==> config.mk <==
export PLATFORM = sky130hd
export DESIGN_NAME = even_parity_frame_tx
export DESIGN_NICKNAME = d
export VERILOG_FILES = /design/src/rtl/even_parity_frame_tx.sv
export SDC_FILE = /design/constraint.sdc
export NUM_CORES = 1
export LEC_CHECK = 0
export CAP_MARGIN = 30
export CORE_ASPECT_RATIO = 1.4
export CORE_MARGIN = 3
export CORE_UTILIZATION = 29
export CTS_CLUSTER_SIZE = 12
export DETAILED_ROUTE_END_ITERATION = 12
export GPL_TIMING_DRIVEN = 0
export PLACE_DENSITY = 0.52
export SLEW_MARGIN = 20
export SYNTH_ARGS = -nofsm -noshare
export SYNTH_HDL_FRONTEND = slang
export SYNTH_SLANG_ARGS = --single-unit
==> constraint.sdc <==
create_clock -name clk -period 1.4 [get_ports clk]
set_input_delay 0.28 -clock clk [delete_from_list [all_inputs] [get_ports clk]]
set_output_delay 0.28 -clock clk [all_outputs]
set_load 0.005 [all_outputs]
==> src/rtl/even_parity_frame_tx.sv <==
// Serial frame transmitter: start bit, DATA_W data bits LSB first, parity bit, stop bit.
// Define PARITY_ODD_EN to send odd parity instead of the default even parity.
module even_parity_frame_tx #(
  parameter int DATA_W       = 8,
  parameter int CLKS_PER_BIT = 4
) (
  input  logic              clk,
  input  logic              rst_n,
  input  logic [DATA_W-1:0] in_data,
  input  logic              in_valid,
  output logic              in_ready,
  output logic              tx,
  output logic              busy,
  output logic              parity
);

  localparam int CNT_W = (CLKS_PER_BIT > 1) ? $clog2(CLKS_PER_BIT) : 1;
  localparam int BIT_W = $clog2(DATA_W);
  localparam logic [CNT_W-1:0] CNT_MAX = CNT_W'(CLKS_PER_BIT - 1);
  localparam logic [BIT_W-1:0] BIT_MAX = BIT_W'(DATA_W - 1);

  typedef enum logic [2:0] {
    IDLE   = 3'd0,
    START  = 3'd1,
    DATA   = 3'd2,
    PARITY = 3'd3,
    STOP   = 3'd4
  } state_e;

  state_e             state_q, state_d;
  logic [DATA_W-1:0]  shift_q, shift_d;
  logic               parity_q, parity_d;
  logic [CNT_W-1:0]   cnt_q, cnt_d;
  logic [BIT_W-1:0]   bit_q, bit_d;
  logic               tx_q, tx_d;
  logic               accept;
  logic               bit_done;

  function automatic logic calc_parity(input logic [DATA_W-1:0] d);
`ifdef PARITY_ODD_EN
    return ~^d;
`else
    return ^d;
`endif
  endfunction

  assign in_ready = (state_q == IDLE);
  assign busy     = (state_q != IDLE);
  assign tx       = tx_q;
  assign parity   = parity_q;
  assign accept   = in_valid && in_ready;
  assign bit_done = (cnt_q == CNT_MAX);

  always_comb begin
    state_d  = state_q;
    shift_d  = shift_q;
    parity_d = parity_q;
    bit_d    = bit_q;
    cnt_d    = bit_done ? '0 : cnt_q + CNT_W'(1);
    case (state_q)
      IDLE: begin
        cnt_d = '0;
        bit_d = '0;
        if (accept) begin
          shift_d  = in_data;
          parity_d = calc_parity(in_data);
          state_d  = START;
        end
      end
      START: begin
        if (bit_done) state_d = DATA;
      end
      DATA: begin
        if (bit_done) begin
          shift_d = shift_q >> 1;
          if (bit_q == BIT_MAX) begin
            bit_d   = '0;
            state_d = PARITY;
          end else begin
            bit_d = bit_q + BIT_W'(1);
          end
        end
      end
      PARITY: begin
        if (bit_done) state_d = STOP;
      end
      STOP: begin
        if (bit_done) state_d = IDLE;
      end
      default: begin
        cnt_d   = '0;
        state_d = IDLE;
      end
    endcase
  end

  // tx is computed from the next state so the line level lands on the same edge as the state change
  always_comb begin
    tx_d = 1'b1;
    case (state_d)
      START:   tx_d = 1'b0;
      DATA:    tx_d = shift_d[0];
      PARITY:  tx_d = parity_d;
      default: tx_d = 1'b1;
    endcase
  end

  always_ff @(posedge clk or negedge rst_n) begin
    if (!rst_n) begin
      state_q  <= IDLE;
      shift_q  <= '0;
      parity_q <= 1'b0;
      cnt_q    <= '0;
      bit_q    <= '0;
      tx_q     <= 1'b1;
    end else begin
      state_q  <= state_d;
      shift_q  <= shift_d;
      parity_q <= parity_d;
      cnt_q    <= cnt_d;
      bit_q    <= bit_d;
      tx_q     <= tx_d;
    end
  end

endmodule
==> results_tabular.tex <==
\begin{tabular}{lr}
\hline
Metric & Value \\
\hline
\multicolumn{2}{l}{\textbf{Run}} \\
Number of max-capacitance violations reported & 0 \\
\multicolumn{2}{l}{\textbf{Synthesis}} \\
Area share of the leading cell type in the synthesized netlist & between 40\% and 50\% \\
Sequential area share after synthesis & between 40\% and 50\% \\
Post-synth top area cell & sky130\_fd\_sc\_hd\_\_dfrtp\_1 \\
Post-synthesis net count & 97 \\
Top post-synthesis cells by area & sky130\_fd\_sc\_hd\_\_dfrtp\_1, sky130\_fd\_sc\_hd\_\_xnor2\_1, sky130\_fd\_sc\_hd\_\_a222oi\_1 \\
Yosys cell types & 31 \\
Synth warn & 0 \\
Synthesized instance count & 83 \\
Combined area of all synthesized cells & between 900 and 1000 µm² \\
Post-synthesis register bit count & 18 \\
Average footprint of a synthesized cell & between 10 and 15 µm² \\
\multicolumn{2}{l}{\textbf{Clocking}} \\
Cell at the root of the clock tree & sky130\_fd\_sc\_hd\_\_clkbuf\_8 \\
Total number of H-tree levels & 1 \\
Clock sink total & 18 \\
Maximum count of clock buffers along a single path & 2 \\
Clock-pin slew of the registers on the worst-case setup and hold paths & 0.07 ns \\
CTS buffer count & 3 \\
\# hold bufs at CTS & 0 \\
TritonCTS clock tree & done \\
Latest clock arrival within the worst-skew pair & around 0.26 ns \\
\multicolumn{2}{l}{\textbf{Floorplanning}} \\
Total number of placement rows & 23 \\
I/O pin count & 15 \\
Floorplan core area & 2940 µm² \\
Die area & 3860 µm² \\
Die outline height & 72.4 µm \\
Width of the die & 53.4 µm \\
Effective utilization at floorplan & approximately 31\% \\
\multicolumn{2}{l}{\textbf{Final layout}} \\
Commonest cells after routing, fill and taps aside & sky130\_fd\_sc\_hd\_\_dfrtp\_1, sky130\_fd\_sc\_hd\_\_clkdlybuf4s50\_1, sky130\_fd\_sc\_hd\_\_buf\_4, sky130\_fd\_sc\_hd\_\_inv\_1, sky130\_fd\_sc\_hd\_\_xnor2\_1 \\
Final standard cell area without fillers & 1320 µm² \\
Nets@finish & 125 \\
Leading cell type in the layout, fill and taps excluded & sky130\_fd\_sc\_hd\_\_dfrtp\_1 \\
P\&R area growth vs syn & 45.0\% \\
Inserted Diodes & 0 \\
Proportion of layout cells with a drive suffix above 1 & 34.5\% \\
\multicolumn{2}{l}{\textbf{Status}} \\
Outcome & finished, violations left \\
Violations in the final reports & setup timing \\
\multicolumn{2}{l}{\textbf{Pwr}} \\
Static leakage power & 0.615 nW \\
Areal power density over the cells & 1840 nW/µm² \\
Largest vdd supply drop & 0.000756 V \\
\multicolumn{2}{l}{\textbf{STA}} \\
Final min period & $\sim$1.5 ns \\
Count of final setup violators & 15 \\
Period utilisation layout & 107\% \\
Final worst clock skew & 0.00282 ns \\
Achievable frequency & 670 MHz \\
Final hold violations & 0 \\
Pins over their slew limit & 0 \\
Fin Setup TNS & -0.852 ns \\
Post-route worst setup slack & -0.0921 ns \\
Unrepaired setup endpoints after global routing & true \\
Transition time at the pin with the least slew margin & 0.818 ns \\
Max\_slew headroom & 45.3\% \\
\multicolumn{2}{l}{\textbf{Detailed routing}} \\
Final antenna-violating net count & 0 \\
Number of iterations in the first detailed-routing pass & 4 \\
Routed via count divided by cell count & 4.88 \\
DRC viols & 0 \\
Vias post-DR & 718 \\
Average routed wire per standard cell & about 13 µm \\
Total Routed Length & approximately 2.0 mm \\
Number of violations reported at the end of detailed-routing iteration 0 & 24 \\
\multicolumn{2}{l}{\textbf{Critical path}} \\
Endpoint kind of the worst setup timing path & output pin \\
Critical Path Start Type & register \\
Worst path arrival time & 1.21 ns \\
Worst Path Class, Setup & register to output pin \\
Max Fanout on Critical Path & 4 \\
WP data required & 1.12 ns \\
\multicolumn{2}{l}{\textbf{Placement}} \\
Area after detailed placement & 1120 µm² \\
Half-perimeter wire length after placement & 1.31 mm \\
Count of input and output buffers & 14 \\
Final weighted congestion in routability-driven placement & 0.727 \\
\multicolumn{2}{l}{\textbf{Global route}} \\
GRT Util Overall & between 10 and 15\% \\
Initial antenna violation count & 0 \\
Global-route wire length before repair & 3.28 mm \\
Overflow left after global routing & 0 \\
Via count of the first global-routing pass & 726 \\
Maximum number of pins on one net before global-route repair & 19 \\
\multicolumn{2}{l}{\textbf{Min path}} \\
Path type of the worst min-delay path & register to register \\
\hline
\end{tabular}
## cell usage after synthesis, drive strengths merged
| cell | n |
|---|---|
| dfstp | 1 |
| or4b | 1 |
| nand2 | 4 |
| nor3 | 2 |
| a21oi | 4 |
| or3 | 1 |
| o21ai | 3 |
| nor2b | 1 |
| and4bb | 1 |
| a221oi | 1 |
| and2 | 4 |
| nor2 | 4 |
| a2111oi | 1 |
| clkbuf | 1 |
| ha | 3 |
| a222oi | 6 |
| nand4b | 1 |
| a211oi | 1 |
| dfrtp | 17 |
| and3 | 1 |
| a22o | 3 |
| nand3b | 1 |
| nand2b | 3 |
| inv | 8 |
| xnor2 | 7 |
| buf | 3 |
## registers in the layout, summed over array words and instances (netlist names)
| name | cells |
|---|---|
| cnt_q | 2 |
| state_q | 3 |
| bit_q | 3 |
| parity | 1 |
| tx | 1 |
| shift_q | 8 |
## final timing paths
check,startpoint,endpoint,slack (ns),cells past startpoint
min,cnt_q[0]$_DFF_PN0_,cnt_q[0]$_DFF_PN0_,0.49,1
max reg2reg,cnt_q[0]$_DFF_PN0_,shift_q[6]$_DFFE_PN0P_,-0.09,5
max in group asynchronous,rst_n,state_q[0]$_DFF_PN0_,0.35,1
max,state_q[0]$_DFF_PN0_,in_ready,-0.09,3
min reg2reg,cnt_q[0]$_DFF_PN0_,cnt_q[0]$_DFF_PN0_,0.49,1
min in group asynchronous,rst_n,state_q[1]$_DFF_PN0_,0.50,1
## critical path, cell delays in order (launching register included)
cell and delay (ns):
sky130_fd_sc_hd__dfrtp_2 0.40, sky130_fd_sc_hd__or3_4 0.40, sky130_fd_sc_hd__inv_4 0.07, sky130_fd_sc_hd__buf_6 0.08
## metrics by stage
step                      std cells  setup slack (ns)  utilization [%]  power (W)  hold WS, ns
after floorplan                  83            0.0172                -    0.00144      -0.0156
after global placement          134            -0.335             38.1    0.00173        0.475
after detailed placement        134            -0.329             38.1    0.00174        0.482
after CTS                       145            -0.166             42.4    0.00230        0.483
after global routing            147            -0.170             45.1    0.00265        0.523
final                           147           -0.0921             45.1    0.00244        0.486
## metal layers
metal  wire (µm)  vias up  part of all wire, %  track usage [%]
met5           0        -                    0                0
met4          31        0                  1.6             5.11
met3         109        5                  5.6             2.67
met2        1000       20                   51             18.1
met1         818      341                   42             14.7
li1            -      352                    -                -
## where the power goes
group          total [W]  switching, W  internal [W]
clock network   0.000428      0.000178      0.000250
logic            0.00114      0.000518      0.000624
registers       0.000868      0.000121      0.000747
total            0.00244      0.000817       0.00162
## area by class of cell
cell class,count,area (µm²)
clock buffers,4,55.1
flip-flops and latches,18,453
fillers,280,1610
well taps,37,46.3
plain buffers,3,30.0
repair buffers,24,220
multi-input cells,53,485
inverters,8,32.5
## logic make-up (layout without fill, tap and decap cells)
kind of cell / Yosys count / count (layout) / synth area share (%)
flip-flops: 18 / 18 / 49.5
AO/OA/AOI/OAI: 19 / 19 / 16.5
XOR/XNOR: 7 / 7 / 6.72
AND/OR/NAND/NOR: 24 / 24 / 16.3
adder cells (fa/ha/maj): 3 / 3 / 4.12
buffers and inverters: 12 / 39 / 6.86
## repair_timing
action                                  4_1_cts  5_1_grt
setup buffers                                 6        3
gates resized for setup                      20       17
cloned                                        1        0
endpoints found under the hold margin         0        0
endpoints found under the setup margin       15       17
pin swaps                                     5        8
No activity file was read; power rests on OpenSTA's default activity.
